### config.mk
export PLATFORM = sky130hd
export DESIGN_NAME = mby_msh_row_wr_inj
export DESIGN_NICKNAME = d
export VERILOG_FILES = /design/src/rtl/mby_msh_row_wr_inj.sv
export SDC_FILE = /design/constraint.sdc
export NUM_CORES = 1
export LEC_CHECK = 0
export ABC_AREA = 1
export BUFFER_PORTS_ARGS = -buffer_cell sky130_fd_sc_hd__buf_2
export CORE_UTILIZATION = 30
export DETAILED_ROUTE_END_ITERATION = 7
export PLACE_DENSITY = 0.46
export SKIP_CTS_REPAIR_TIMING = 1
export SLEW_MARGIN = 0
export SYNTH_ARGS = -nofsm -noshare
export SYNTH_HDL_FRONTEND = slang
export SYNTH_SLANG_ARGS = --single-unit
### constraint.sdc
create_clock -name mclk -period 13.2 [get_ports mclk]
set_input_delay 1.32 -clock mclk [delete_from_list [all_inputs] [get_ports mclk]]
set_output_delay 1.32 -clock mclk [all_outputs]
set_load 0.05 [all_outputs]
### src/rtl/mby_msh_row_wr_inj.sv
// ----------------------------------------------------------------------------
// mby_msh_row_wr_inj
//
// Injection stage for one west-boundary eastbound row write port of the mesh.
// Client writes arrive on a valid/ready port and are buffered in a FIFO. They
// are issued to the mesh one per cycle while credits are held. The mesh
// returns one credit per consumed write.
//
// Ports:
//   mclk              mesh clock
//   i_reset           synchronous active-high reset
//   i_req_valid       client write request valid
//   o_req_ready       client request accepted when valid & ready (= !full)
//   i_req_addr/data/id client write payload
//   o_wr_valid        one-cycle write issue pulse to the mesh row port
//   o_wr_addr/data/id issued payload, held while o_wr_valid is low
//   i_wr_credit       one-cycle credit return pulse from the mesh
//   o_credit_cnt      credits currently held
//   o_fifo_cnt        FIFO occupancy
//   o_err_credit_ovf  sticky: credit returned while already holding all credits
// ----------------------------------------------------------------------------
module mby_msh_row_wr_inj #(
   parameter int ADDR_W      = 20,
   parameter int DATA_W      = 64,
   parameter int ID_W        = 8,
   parameter int FIFO_DEPTH  = 8,
   parameter int NUM_CREDITS = 4
) (
   input  logic                               mclk,
   input  logic                               i_reset,
   input  logic                               i_req_valid,
   output logic                               o_req_ready,
   input  logic [ADDR_W-1:0]                  i_req_addr,
   input  logic [DATA_W-1:0]                  i_req_data,
   input  logic [ID_W-1:0]                    i_req_id,
   output logic                               o_wr_valid,
   output logic [ADDR_W-1:0]                  o_wr_addr,
   output logic [DATA_W-1:0]                  o_wr_data,
   output logic [ID_W-1:0]                    o_wr_id,
   input  logic                               i_wr_credit,
   output logic [$clog2(NUM_CREDITS+1)-1:0]   o_credit_cnt,
   output logic [$clog2(FIFO_DEPTH+1)-1:0]    o_fifo_cnt,
   output logic                               o_err_credit_ovf
);

   localparam int PTR_W  = $clog2(FIFO_DEPTH);
   localparam int CNT_W  = $clog2(NUM_CREDITS+1);
   localparam int FCNT_W = $clog2(FIFO_DEPTH+1);
   localparam int ENT_W  = ADDR_W + DATA_W + ID_W;
   localparam logic [CNT_W-1:0] CREDIT_MAX = CNT_W'(NUM_CREDITS);

   // Pointers carry one extra MSB so that full and empty can be told apart.
   function automatic logic ptr_full(input logic [PTR_W:0] wr, input logic [PTR_W:0] rd);
      return (wr[PTR_W] != rd[PTR_W]) && (wr[PTR_W-1:0] == rd[PTR_W-1:0]);
   endfunction

   function automatic logic ptr_empty(input logic [PTR_W:0] wr, input logic [PTR_W:0] rd);
      return (wr == rd);
   endfunction

   logic [ENT_W-1:0]   mem_r [FIFO_DEPTH];
   logic [PTR_W:0]     wr_ptr_r;
   logic [PTR_W:0]     rd_ptr_r;
   logic [PTR_W:0]     wr_ptr_nxt_s;
   logic [PTR_W:0]     rd_ptr_nxt_s;
   logic [FCNT_W-1:0]  fifo_cnt_r;
   logic [CNT_W-1:0]   credit_cnt_r;
   logic [CNT_W-1:0]   credit_cnt_nxt_s;
   logic               credit_ovf_s;
   logic               err_ovf_r;
   logic               ready_r;
   logic               wr_valid_r;
   logic [ADDR_W-1:0]  wr_addr_r;
   logic [DATA_W-1:0]  wr_data_r;
   logic [ID_W-1:0]    wr_id_r;
   logic               push_s;
   logic               issue_s;
   logic               empty_s;
   logic               full_s;
   logic               full_nxt_s;
   logic [ENT_W-1:0]   head_s;

   assign empty_s = ptr_empty(wr_ptr_r, rd_ptr_r);
   assign full_s  = ptr_full(wr_ptr_r, rd_ptr_r);
   assign push_s  = i_req_valid && ready_r && !full_s;
   // Issue decision uses only registered state, so there is no input-to-output bypass.
   assign issue_s = !empty_s && (credit_cnt_r != '0);
   assign head_s  = mem_r[rd_ptr_r[PTR_W-1:0]];

   // Next FIFO pointers from push/pop of this cycle.
   always_comb begin
      wr_ptr_nxt_s = wr_ptr_r;
      rd_ptr_nxt_s = rd_ptr_r;
      if (push_s) begin
         wr_ptr_nxt_s = wr_ptr_r + (PTR_W+1)'(1);
      end else begin
         wr_ptr_nxt_s = wr_ptr_r;
      end
      if (issue_s) begin
         rd_ptr_nxt_s = rd_ptr_r + (PTR_W+1)'(1);
      end else begin
         rd_ptr_nxt_s = rd_ptr_r;
      end
      full_nxt_s = ptr_full(wr_ptr_nxt_s, rd_ptr_nxt_s);
   end

   // Next credit count; a return while saturated is flagged instead of counted.
   always_comb begin
      credit_cnt_nxt_s = credit_cnt_r;
      credit_ovf_s     = 1'b0;
      case ({issue_s, i_wr_credit})
         2'b10: begin
            credit_cnt_nxt_s = credit_cnt_r - CNT_W'(1);
         end
         2'b01: begin
            if (credit_cnt_r == CREDIT_MAX) begin
               credit_ovf_s = 1'b1;
            end else begin
               credit_cnt_nxt_s = credit_cnt_r + CNT_W'(1);
            end
         end
         default: begin
            credit_cnt_nxt_s = credit_cnt_r;
         end
      endcase
   end

   // FIFO storage write; contents need no reset since the pointers gate them.
   always_ff @(posedge mclk) begin
      if (push_s) begin
         mem_r[wr_ptr_r[PTR_W-1:0]] <= {i_req_addr, i_req_data, i_req_id};
      end
   end

   // Control state: pointers, occupancy, credits, ready and error flag.
   always_ff @(posedge mclk) begin
      if (i_reset) begin
         wr_ptr_r     <= '0;
         rd_ptr_r     <= '0;
         fifo_cnt_r   <= '0;
         credit_cnt_r <= CREDIT_MAX;
         err_ovf_r    <= 1'b0;
         ready_r      <= 1'b0;
      end else begin
         wr_ptr_r     <= wr_ptr_nxt_s;
         rd_ptr_r     <= rd_ptr_nxt_s;
         fifo_cnt_r   <= FCNT_W'(wr_ptr_nxt_s - rd_ptr_nxt_s);
         credit_cnt_r <= credit_cnt_nxt_s;
         err_ovf_r    <= err_ovf_r | credit_ovf_s;
         ready_r      <= !full_nxt_s;
      end
   end

   // Issue register: one-cycle valid pulse, payload held between issues.
   always_ff @(posedge mclk) begin
      if (i_reset) begin
         wr_valid_r <= 1'b0;
         wr_addr_r  <= '0;
         wr_data_r  <= '0;
         wr_id_r    <= '0;
      end else begin
         wr_valid_r <= issue_s;
         if (issue_s) begin
            {wr_addr_r, wr_data_r, wr_id_r} <= head_s;
         end
      end
   end

   assign o_req_ready      = ready_r;
   assign o_wr_valid       = wr_valid_r;
   assign o_wr_addr        = wr_addr_r;
   assign o_wr_data        = wr_data_r;
   assign o_wr_id          = wr_id_r;
   assign o_credit_cnt     = credit_cnt_r;
   assign o_fifo_cnt       = fifo_cnt_r;
   assign o_err_credit_ovf = err_ovf_r;

endmodule
---- Word level (Yosys, flattened, before mapping) ----
Memory sizes are Yosys's and may differ from the RTL's. A register that Yosys moved wholly into a read port is not among the register bits.
Index checks and enable logic that the tools add are counted.
W data, S select, Z words.
storage, ports and cells
  register bits after elaboration ......... 18
  memory bits (writable) .................. 736
  input port bits ......................... 96
  output and inout bits ................... 102
  word-level logic and storage cells ...... 42
  memories ................................ 1
operators by class
  add/subtract/negate cells ............... 5
  equal/unequal tests ..................... 9
  multiplexer cells ....................... 8
  bitwise operators ....................... 1
  reduce and logical (&&, ||, !) cells .... 11
memory list
  memory  words  bits a word  rd ports  clocked after Yosys merged registers in  write ports  line  text
  mem_r   8      92           1         1                                        1            61    logic [ENT_W-1:0] mem_r [FIFO_DEPTH];
operator list
  kind                   number
  $add A4 B1 Y4 const B  2
  $mux W4                2
  $eq A3 B3 Y1           2
  $pmux W3 S2            1
  $logic_and A1 B1 Y1    5
  $eq A4 B4 Y1           1
  $mux W1                4
  $sub A4 B4 Y4          1
  $add A3 B1 Y3 const B  1
  $eq A3 B3 Y1 const B   1
  $logic_not A1 Y1       3
  $mux W3                1
  $reduce_bool A3 Y1     1
  $sub A3 B1 Y3 const B  1
  $eq A2 B1 Y1 const B   1
  $eq A2 B2 Y1 const B   1
  $ne A1 B1 Y1           2
  $ne A2 B2 Y1 const B   1
  $reduce_and A2 Y1      1
  $reduce_bool A2 Y1     1
  $or A1 B1 Y1           1

---- Longest topological paths before layout ----
Gate-level depths: netlist (run 1).
  word-level depth ........................ 8
  depth in mapped cells ................... 19
  mapped depth without buffers ............ 17

---- Least setup slack after synthesis (run 1) ----
No wires, ideal clock.
  path type ............................... input-to-reg
  start ................................... input port i_req_valid
  end ..................................... memory mem_r[6][0] in the netlist's numbering (enable)
  library setup time ...................... 0.656 ns
  arrival ................................. 7.922 ns
  required time ........................... 12.544 ns
  slack ................................... 4.622 ns
  cell stages on the path ................. 4
  path buffers ............................ 0
  cells stage by stage .................... nand2_1 > inv_1 > nand3_2 > nor3_1
between the ends
  word-level cells in the longest chain between the ends .. 4
ends and longest elaborated chain
  item                               line  text
  start, declared                    31    input logic i_req_valid,
  $logic_and A1 B1 Y1 (2 in series)  85    assign push_s = i_req_valid && ready_r && !full_s;
  $mux W1                            130   if (push_s) begin
  $mux W1 (implied by the code)      131   mem_r[wr_ptr_r[PTR_W-1:0]] <= {i_req_addr, i_req_data, i_req_id};
  end, declared                      61
Every way passes these cells.

---- Worst setup path in the final report (run 1) ----
  start ................................... register rd_ptr_r[0]
  end ..................................... memory mem_r[6][73] in the netlist's numbering (enable)
between the ends
  word-level cells in the longest chain between the ends .. 6
ends and longest elaborated chain
  item                           line  text
  start, declared                63    logic [PTR_W:0] rd_ptr_r;
  start signal, assigned         146   rd_ptr_r <= rd_ptr_nxt_s;
  $eq A3 B3 Y1                   54    return (wr[PTR_W] != rd[PTR_W]) && (wr[PTR_W-1:0] == rd[PTR_W-1:0]);
  $logic_and A1 B1 Y1            54
  $logic_not A1 Y1               85
  $logic_and A1 B1 Y1            85
  $mux W1                        130
  $mux W1 (implied by the code)  131
Every way passes these cells.

==> impl_results.md, run 1 <==
- Worst path max stage delay: 0.87 ns
- RSZ-0062 raised after global routing: false
- Via density: around 4.9
- Outcome: finished clean
- Synthesized area per cell: between 10 and 15 um2
- Antenna violations before repair: 28
- FF-to-FF Start: rd_ptr_r[0]$_SDFF_PP0_
- Min cycle time layout: ~4.7 ns
- Setup Skew: around 0.023 ns
- Pin count of the biggest net entering global routing: ~230
- Fmax: roughly 0.21 GHz
- Clock-pin slew on the worst setup and hold paths: ~0.060 ns
- Final Hold Violating Endpoints: 0
- Layout cells sized above 1: between 10% and 20%
- Leakage: roughly 13 nW
- Simple-gate share of the synthesized area: approximately 8.9%
- Most Used Layer, Global Route: met2
- Critical path type: flip-flop to flip-flop
- Register area share after synthesis: approximately three quarters
- Top cell type's share of synthesized area: around 69%
- Vias in the first global route: ~20000
- Arrival time worst endpoint: slightly below 5 ns
- CP Cell Sequence: inv_8, nand2_1, nand2_1, nand4_4, nand3_2, nor3_2, buf_4, buf_4
- Final Max Slew Viols: 0
- Initial Util: 30.4%
- Core area: ~110000 um2
- I/O Pins: 198
- Relative slew slack: around 17%
- Chip height: 330 um
- P&R area growth vs syn: 16.2%
- Clock root buffer: clkbuf_16
- Die Wd: between 300 and 400 um
- Post-synth EDFFs: about 740
- CP endpoint kind: flip-flop
- Die Area: ~110000 um2
- Util after Layout: a little over a third
- Synth area leaders: edfxtp_1 (69%), dfxtp_1 (6.8%), o21ai_0 (6.7%), nor2_1 (4.5%), nand2_1 (3.8%)
- DP Area: ~34000 um2
- Syn Inst Count: roughly 2500
- Worst setup path start: rd_ptr_r[0]$_SDFF_PP0_
- Max clock buf depth: 3
- DR vias: just over 20000
- Yosys reg bits: ~850
- GRT Residual Overflow: 0
- Kind of start point of the critical path: flip-flop
- Final #Nets: roughly 2800
- Place WS: between 8 and 9 ns
- Tot GR Track Use: approximately 16%
- Post-Synth XOR/XNOR Area: less than 1%
- First-pass DRT Iterations: 5
- Hold_ws: roughly 0.47 ns
- Mux contribution to synthesized area: 0%
- Maxcap violations: 0
- Antenna viol nets, final: 0
- Syn Nets: between 2000 and 3000
- Met3 Usage GRT: 3.74%
- Distinct cells, synth: 34
- First-pass GRT wire length: 129000 um
- Main combinational cell family by area after synthesis: compound AO/OA/AOI/OAI gates
- CTS tree: done
- DRC: 0
- Met2 usage: 24.2%
- Synth Cell Area: around 32000 um2
- RePlAce Congestion: between 0.7 and 0.8
- Number of buffers created by CTS: 90
- Setup TNS: 0 ns
- FP Rows: roughly 120
- Worst skew pair latency: approximately 0.64 ns
- WL final: ~86000 um
- Synth top cells by count: edfxtp_1 (736), o21ai_0 (429), nor2_1 (390), nand2_1 (322), dfxtp_1 (110)
- Worst path slowest cell: dfxtp_4
- Slew @ Worst Pin: around 1.2 ns
- DRT iter0 DRCs: 1307
- Min-Delay Startpoint: o_err_credit_ovf$_SDFF_PP0_
- Adder-Cell Fraction of Synth Area: less than 1%
- Top cell type by total area after synthesis: edfxtp_1
- GR Layer Usage met1: a little over a fifth
- # setup viols final: 0
- Routed WL per cell: about 21 um
- Required @ worst endpoint: roughly 13 ns
- Htree depth: 3
- Most used DFF post-synth: edfxtp_1
- Synth Warn #: 0
- Final Cycle Share: 35.7%
- Crit path max fanout: ~170
- Cell area after layout: 37400 um2
- VDD IR max: 0.198 mV
- Count leader, synth: edfxtp_1
- Dpl hpwl: roughly 45000 um
- Clock Sinks: 846
- Setup slack after layout: approximately 8.5 ns
- Hold Crit Class: flip-flop to flip-flop
- Synth Area in Compound Gates: around 12%
- Asr flop ratio synth: 0%
- IO Port Bufs: approximately 200
- Power Density: approximately 220 nW/um2
[per-layer routing]
layer	up-vias	routed length, um
li1	9581	-
met1	10200	39900
met2	448	38800
met3	144	5200
met4	26	1610
met5	-	143
[registers in the layout, summed over array words and instances (netlist names)]
| register | cells |
|---|---|
| o_credit_cnt | 3 |
| mem_r | 736 |
| o_wr_data | 64 |
| o_wr_id | 8 |
| o_err_credit_ovf | 1 |
| o_wr_addr | 20 |
| o_wr_valid | 1 |
| rd_ptr_r | 4 |
| wr_ptr_r | 4 |
| o_fifo_cnt | 4 |
| o_req_ready | 1 |
[placed cells by master, fill, tap and decap left out, types with 5 or more instances in the layout]
cell and n:
o21ai_1 36, inv_6 6, buf_4 28, o21ai_0 429, nand2_2 5, clkinv_1 11
clkbuf_1 21, edfxtp_1 736, nor2_1 383, dfxtp_1 107, inv_2 6, clkinv_2 17
o22ai_1 92, clkbuf_16 91, inv_1 18, buf_2 197, clkbuf_8 12, nand2_1 322
a31oi_1 92, bufinv_16 7, nor2_4 8, a21oi_1 99, nand3_1 9, diode_2 7
[report_power, final]
group	switching, W	internal [W]	total (W)
Clock	0.00104	0.00148	0.00251
Sequential	0.000164	0.00316	0.00332
Combinational	0.00174	0.000563	0.00230
[critical path: cells and delay by family, from the launching register on]
kind                   cells  cell delay (ns)
buffers and inverters      3             1.85
flip-flops                 1             0.87
AND/OR/NAND/NOR            5             1.43
[stage by stage]
| step | cells | power [W] |
|---|---|---|
| floorplan | 2549 | 0.00505 |
| global placement | 3991 | 0.00567 |
| detailed placement | 3991 | 0.00571 |
| CTS | 4160 | 0.00824 |
| global route | 4165 | 0.00857 |
| finish | 4167 | 0.00813 |
[final cells by class]
| type | count | area [um2] |
|---|---|---|
| clock buffer | 124 | 2520 |
| multi-input combinational | 1499 | 7040 |
| tap | 1391 | 1740 |
| timing repair buffer | 226 | 1220 |
| clock inverter | 45 | 442 |
| antenna | 7 | 17.5 |
| fill | 10200 | 68400 |
| sequential | 846 | 24300 |
| inverter | 29 | 128 |
[worst paths after layout]
| path | end | slack [ns] | cells after the start |
|---|---|---|---|
| setup / recovery | mem_r[6][73]$_DFFE_PP_ | 8.49 | 8 |
| setup reg to reg | mem_r[6][73]$_DFFE_PP_ | 8.49 | 8 |
| hold / removal | o_err_credit_ovf$_SDFF_PP0_ | 0.47 | 1 |
| hold reg to reg | o_err_credit_ovf$_SDFF_PP0_ | 0.47 | 1 |
[kinds of logic after synthesis]
group,Yosys count
flip-flops,846
AO/OA/AOI/OAI,751
AND/OR/NAND/NOR,739
buffers and inverters,204
adder cells (fa/ha/maj),5
XOR/XNOR,4
No activity file was read; power rests on OpenSTA's default activity.
==> inputs of run 2 (changes only) <==
clock period = 4.41 ns   (was 13.2 ns; I/O delays follow)
==> run 2 against run 1 <==
  * Critical path depth decreased by 1
  * Sequential cell count did not move
  * Design area rose by 0.61%
  * Die area did not move
  * First-iteration DRC count grew 8.6%
  * Power increased to 3.0 times the previous value
  * Core utilization up 0.21 points
  * Sequential power grew to 3.0 times the previous value
  * Fmax is 74% higher
  * Combinational power rose to 3.1 times the previous value
  * Sequential share of layout area shrank 0.39 points
  * Critical endpoint is now mem_r[4][2]$_DFFE_PP_
==> impl_results.md, run 2 (synthesized netlist as in run 1, its figures left out) <==
- Worst skew pair latency: approximately 0.65 ns
- Final Cycle Share: between 60% and 70%
- Die Wd: 330 um
- Max clock buf depth: 3
- Clock root buffer: clkbuf_16
- Total power: 0.0246 W
- WL final: 87900 um
- Worst path max stage delay: between 0.6 and 0.7 ns
- RePlAce Congestion: a little under 0.8
- Slew @ Worst Pin: between 1 and 1.5 ns
- CP Cell Sequence: clkinv_2, nand2_1, nand2_2, nand4_4, nand3_2, nor2_4, buf_12
- GR Layer Usage met1: a little over a fifth
- CP endpoint kind: flip-flop
- Most Used Layer, Global Route: met2
- # setup viols final: 0
- Hold Crit Class: input port to flip-flop
- Pin count of the biggest net entering global routing: approximately 230
- Die Area: ~110000 um2
- CTS tree: done
- Hold_ws: 0.0580 ns
- DR vias: 20500
- Chip height: about 330 um
- Most frequent cells in the layout: edfxtp_1 (736), o21ai_0 (429), nor2_1 (383), nand2_1 (322), buf_2 (197)
- GRT Residual Overflow: 0
- Final #Nets: approximately 2800
- P&R area growth vs syn: 16.9%
- Maxcap violations: 0
- Routed WL per cell: 21.0 um
- Relative slew slack: between 20 and 30%
- Tot GR Track Use: ~16%
- Leakage: around 13 nW
- Met2 usage: a little over a quarter
- Initial Util: between 30% and 40%
- Outcome: finished clean
- Via density: 4.90
- Kind of start point of the critical path: flip-flop
- Core area: around 110000 um2
- Filler Cell Count: 10100
- Number of buffers created by CTS: 94
- Antenna viol nets, final: 0
- IO Port Bufs: just under 200
- Fmax: between 0.3 and 0.4 GHz
- Placed Cells: 3993
- DRC: 0
- Dpl hpwl: roughly 42000 um
- Clock-pin slew on the worst setup and hold paths: approximately 0.06 ns
- Clock Sinks: about 850
- Met3 Usage GRT: 3.45%
- Largest register FFs: 736
- DRT iter0 DRCs: between 1000 and 1500
- Min cycle time layout: 2.72 ns
- Place WS: between 1.5 and 2 ns
- Required @ worst endpoint: 4.69 ns
- Layout cells sized above 1: ~14%
- I/O Pins: roughly 200
- Setup Skew: ~0.019 ns
- Power Density: 654 nW/um2
- Worst path slowest cell: dfxtp_4
- Most common cell after layout, fill and taps aside: edfxtp_1
- Layout Cells excl Fill: 4176
- Vias in the first global route: roughly 20000
- Crit path max fanout: 70
- First-pass DRT Iterations: 5
- Critical path type: flip-flop to flip-flop
- Arrival time worst endpoint: between 2 and 3 ns
- Final Max Slew Viols: 0
- First-pass GRT wire length: roughly 130000 um
- Setup slack after layout: about 1.7 ns
- FP Rows: 119
- Final Hold Violating Endpoints: 0
- RSZ-0062 raised after global routing: false
- Antenna violations before repair: 22
- Htree depth: 3
- VDD IR max: 0.938 mV
==> run 2: cell count changes in the layout (fill, tap and decap cells not counted), moves of 4 or more <==
cell | previous run | this run
clkbuf_16 | 91 | 95
buf_4 | 28 | 19
buf_12 | 1 | 12
clkbuf_1 | 21 | 27
clkbuf_8 | 12 | 8
==> run 2: worst paths after layout <==
check | start | end | slack (ns) | cells after the start
worst max-delay path | rd_ptr_r[1]$_SDFF_PP0_ | mem_r[4][2]$_DFFE_PP_ | 1.69 | 7
worst min-delay path | i_req_data[0] | mem_r[7][8]$_DFFE_PP_ | 0.06 | 1
worst max register to register | rd_ptr_r[1]$_SDFF_PP0_ | mem_r[4][2]$_DFFE_PP_ | 1.69 | 7
worst min register to register | o_err_credit_ovf$_SDFF_PP0_ | o_err_credit_ovf$_SDFF_PP0_ | 0.48 | 1
==> run 2: stage by stage <==
| stage | cell area [um2] | util, % | setup TNS [ns] |
|---|---|---|---|
| finish | 37600 | 35.6 | 0 |
| global route | 37600 | 35.5 | 0 |
| CTS | 37600 | 35.5 | 0 |
| detailed placement | 34600 | 32.7 | 0 |
| global placement | 34600 | 32.7 | 0 |
| floorplan | 32200 | - | -618.50 |
==> run 2: layout make-up <==
type	count	area (um2)	area share [%]
Antenna cell	8	20.0	0.0532
Clock buffer	130	2590	6.88
Clock inverter	45	442	1.17
Inverter	29	125	0.332
Multi-Input combinational cell	1499	7050	18.7
Sequential cell	846	24300	64.6
Tap cell	1391	1740	4.62
Timing Repair Buffer	228	1370	3.64
==> run 2: power breakdown <==
part | internal (W) | leakage [nW] | total [W] | switching, W
logic | 0.00173 | 3.70 | 0.00707 | 0.00534
registers | 0.00944 | 7.56 | 0.00986 | 0.000418
clock network | 0.00457 | 1.49 | 0.00770 | 0.00313
total | 0.0157 | 12.7 | 0.0246 | 0.00888
==> run 2: worst max-delay path, delay by kind of cell, from the launching register on <==
kind | cells | cell delay [ns]
buffers and inverters | 2 | 0.63
and+or+nand+nor | 5 | 0.97
DFF | 1 | 0.66
==> run 2: layer usage <==
layer | wire, um | share of wire [%] | vias to the layer above
met4 | 1520 | 1.7 | 22
met1 | 40300 | 46 | 10300
li1 | - | - | 9599
met5 | 139 | 0.16 | -
met3 | 4730 | 5.4 | 124
met2 | 41200 | 47 | 421
==> inputs of run 3 (changes only) <==
clock period = 2.8 ns   (was 4.41 ns; I/O delays follow)
==> run 3 against run 2 <==
  * Global-route usage decreased by 0.072 points
  * Hold slack improved by 0.013 ns
  * Die area unchanged
  * Power increased by 58%
  * Fmax increased by 15%
  * Core utilization increased by 1.0 points
  * Non-clock buffer count increased by 97
  * Clock skew increased by 0.017 ns
  * First-iteration DRC count increased by 5.4%
  * Sequential share of layout area decreased by 1.8 points
  * Via count increased by 1.7%
  * Critical path type unchanged
  * Critical endpoint is now o_wr_data[47]$_SDFFE_PP0N_
  * Largest power group unchanged
==> impl_results.md, run 3 (synthesized netlist as in run 1, its figures left out) <==
- Die Wd: 330 um
- Gate power share: between 20% and 30%
- Worst skew pair latency: 0.66 ns
- Die Area: 109000 um2
- CP endpoint kind: flip-flop
- Fmax: between 0.4 and 0.5 GHz
- Htree depth: 3
- Final Max Slew Viols: 0
- Reg2Reg Depth: 5
- Max clock buf depth: 3
- Number of buffers created by CTS: 93
- Largest register FFs: between 700 and 800
- Reg2reg setup slack: 0.44 ns
- Final #Nets: approximately 2900
- RSZ-0062 raised after global routing: false
- CTS tree: done
- Multi-input logic area: approximately 7100 um2
- Clock root buffer: clkbuf_16
- CP dominant cell by count: buf_4
- Antenna viol nets, final: 0
- Routed WL per cell: a little over 20 um
- DR vias: approximately 21000
- Chip height: between 300 and 400 um
- Switching pwr: roughly 0.014 W
- Crit path max fanout: 50
- Initial Util: 30.4%
- I/O Pins: approximately 200
- Reg area: roughly 24000 um2
- Final Hold Violating Endpoints: 0
- Setup Skew: between 0.03 and 0.04 ns
- Min cycle time layout: 2.36 ns
- Worst path max stage delay: 0.77 ns
- Final Cycle Share: approximately 84%
- Reg power frac: between 30 and 40%
- Clock share of power: between 30 and 40%
- GRT Residual Overflow: 0
- # setup viols final: 0
- Hold_ws: 0.0706 ns
- Internal power: around 0.025 W
- Clock Sinks: roughly 850
- Via density: between 4 and 5
- Clock-pin slew on the worst setup and hold paths: 0.07 ns
- FP Rows: 119
- Critical path type: flip-flop to flip-flop
- Outcome: finished clean
- WL final: slightly below 90000 um
- Dpl hpwl: about 43000 um
- Core area: between 100000 and 150000 um2
- Relative slew slack: 20.4%
- Layout cells sized above 1: between 10 and 15%
- Antenna violations before repair: 11
- Required @ worst endpoint: about 3.3 ns
- DRT iter0 DRCs: 1496
- Kind of start point of the critical path: flip-flop
- Most frequent cells in the layout: edfxtp_1 (736), o21ai_0 (429), nor2_1 (383), nand2_1 (320), buf_2 (197)
- IO Port Bufs: between 150 and 200
- Cell area after layout: between 30000 and 40000 um2
- Slew @ Worst Pin: approximately 1.2 ns
- Pin count of the biggest net entering global routing: about 240
- Hold Crit Class: input port to flip-flop
- Vias in the first global route: 20300
- Hold Crit Depth: 5
- Leakage: ~13 nW
- Util after Layout: between 30 and 40%
- Switching Fraction: between 30% and 40%
- First-pass GRT wire length: 130000 um
- First-pass DRT Iterations: 6
- Power Density: about 1000 nW/um2
- Most common cell after layout, fill and taps aside: edfxtp_1
- Arrival time worst endpoint: about 2.9 ns
- VDD IR max: between 1.5 and 2 mV
- Maxcap violations: 0
- Worst path slowest cell: buf_4
- DRC: 0
- P&R area growth vs syn: 20.3%
- RePlAce Congestion: 0.738
- Filler Cell Count: roughly 10000
- DP Area: about 35000 um2
- Tot GR Track Use: between 15 and 20%
- CP Cell Sequence: clkinv_2, buf_4, buf_4, o21ai_0, a31oi_1
run 3: cell type report:
class	count	share of cell area, %
tap	1391	4.49
timing repair buffer	325	6.46
sequential	846	62.8
antenna	3	0.0194
multi-input combinational	1499	18.2
clock buffer	133	6.66
clock inverter	41	1.06
inverter	29	0.333
run 3: layer usage:
layer	share of wire, %	wire length (um)	track usage (%)	vias up
met1	47	41300	22.2	10400
met4	2.1	1810	4.91	12
met2	46	39900	25.0	514
li1	-	-	-	9783
met5	0.085	74	0	-
met3	5.0	4400	2.95	138
run 3: worst paths after layout:
| kind | startpoint | endpoint |
|---|---|---|
| setup / recovery | rd_ptr_r[2]$_SDFF_PP0_ | o_wr_data[47]$_SDFFE_PP0N_ |
| hold / removal | i_wr_credit | o_credit_cnt[1]$_SDFFE_PP0P_ |
| setup reg to reg | rd_ptr_r[2]$_SDFF_PP0_ | o_wr_data[47]$_SDFFE_PP0N_ |
| hold reg to reg | o_err_credit_ovf$_SDFF_PP0_ | o_err_credit_ovf$_SDFF_PP0_ |
run 3: per-stage QoR:
step                      power, W  setup TNS [ns]  instances  worst slack [ns]
after floorplan             0.0238          -79.89       2549            -0.788
after global routing        0.0409               0       4266             0.293
after CTS                   0.0392               0       4171             0.424
after global placement      0.0270               0       3997             0.497
final                       0.0388               0       4267             0.437
after detailed placement    0.0271               0       3997             0.486
run 3: worst max-delay path, delay by kind of cell (launching register included):
family	cells	cell delay, ns
AOI/OAI and AO/OA	2	0.44
buffers and inverters	3	1.35
DFF	1	0.37
run 3: power by group through the flow:
| stage | clock network [W] | registers [W] | logic, W |
|---|---|---|---|
| floorplan | 0 | 0.0174 | 0.00642 |
| finish | 0.0120 | 0.0155 | 0.0113 |
| detailed placement | 0 | 0.0158 | 0.0114 |
| global route | 0.0127 | 0.0156 | 0.0126 |
| CTS | 0.0123 | 0.0155 | 0.0114 |
| global placement | 0 | 0.0158 | 0.0112 |
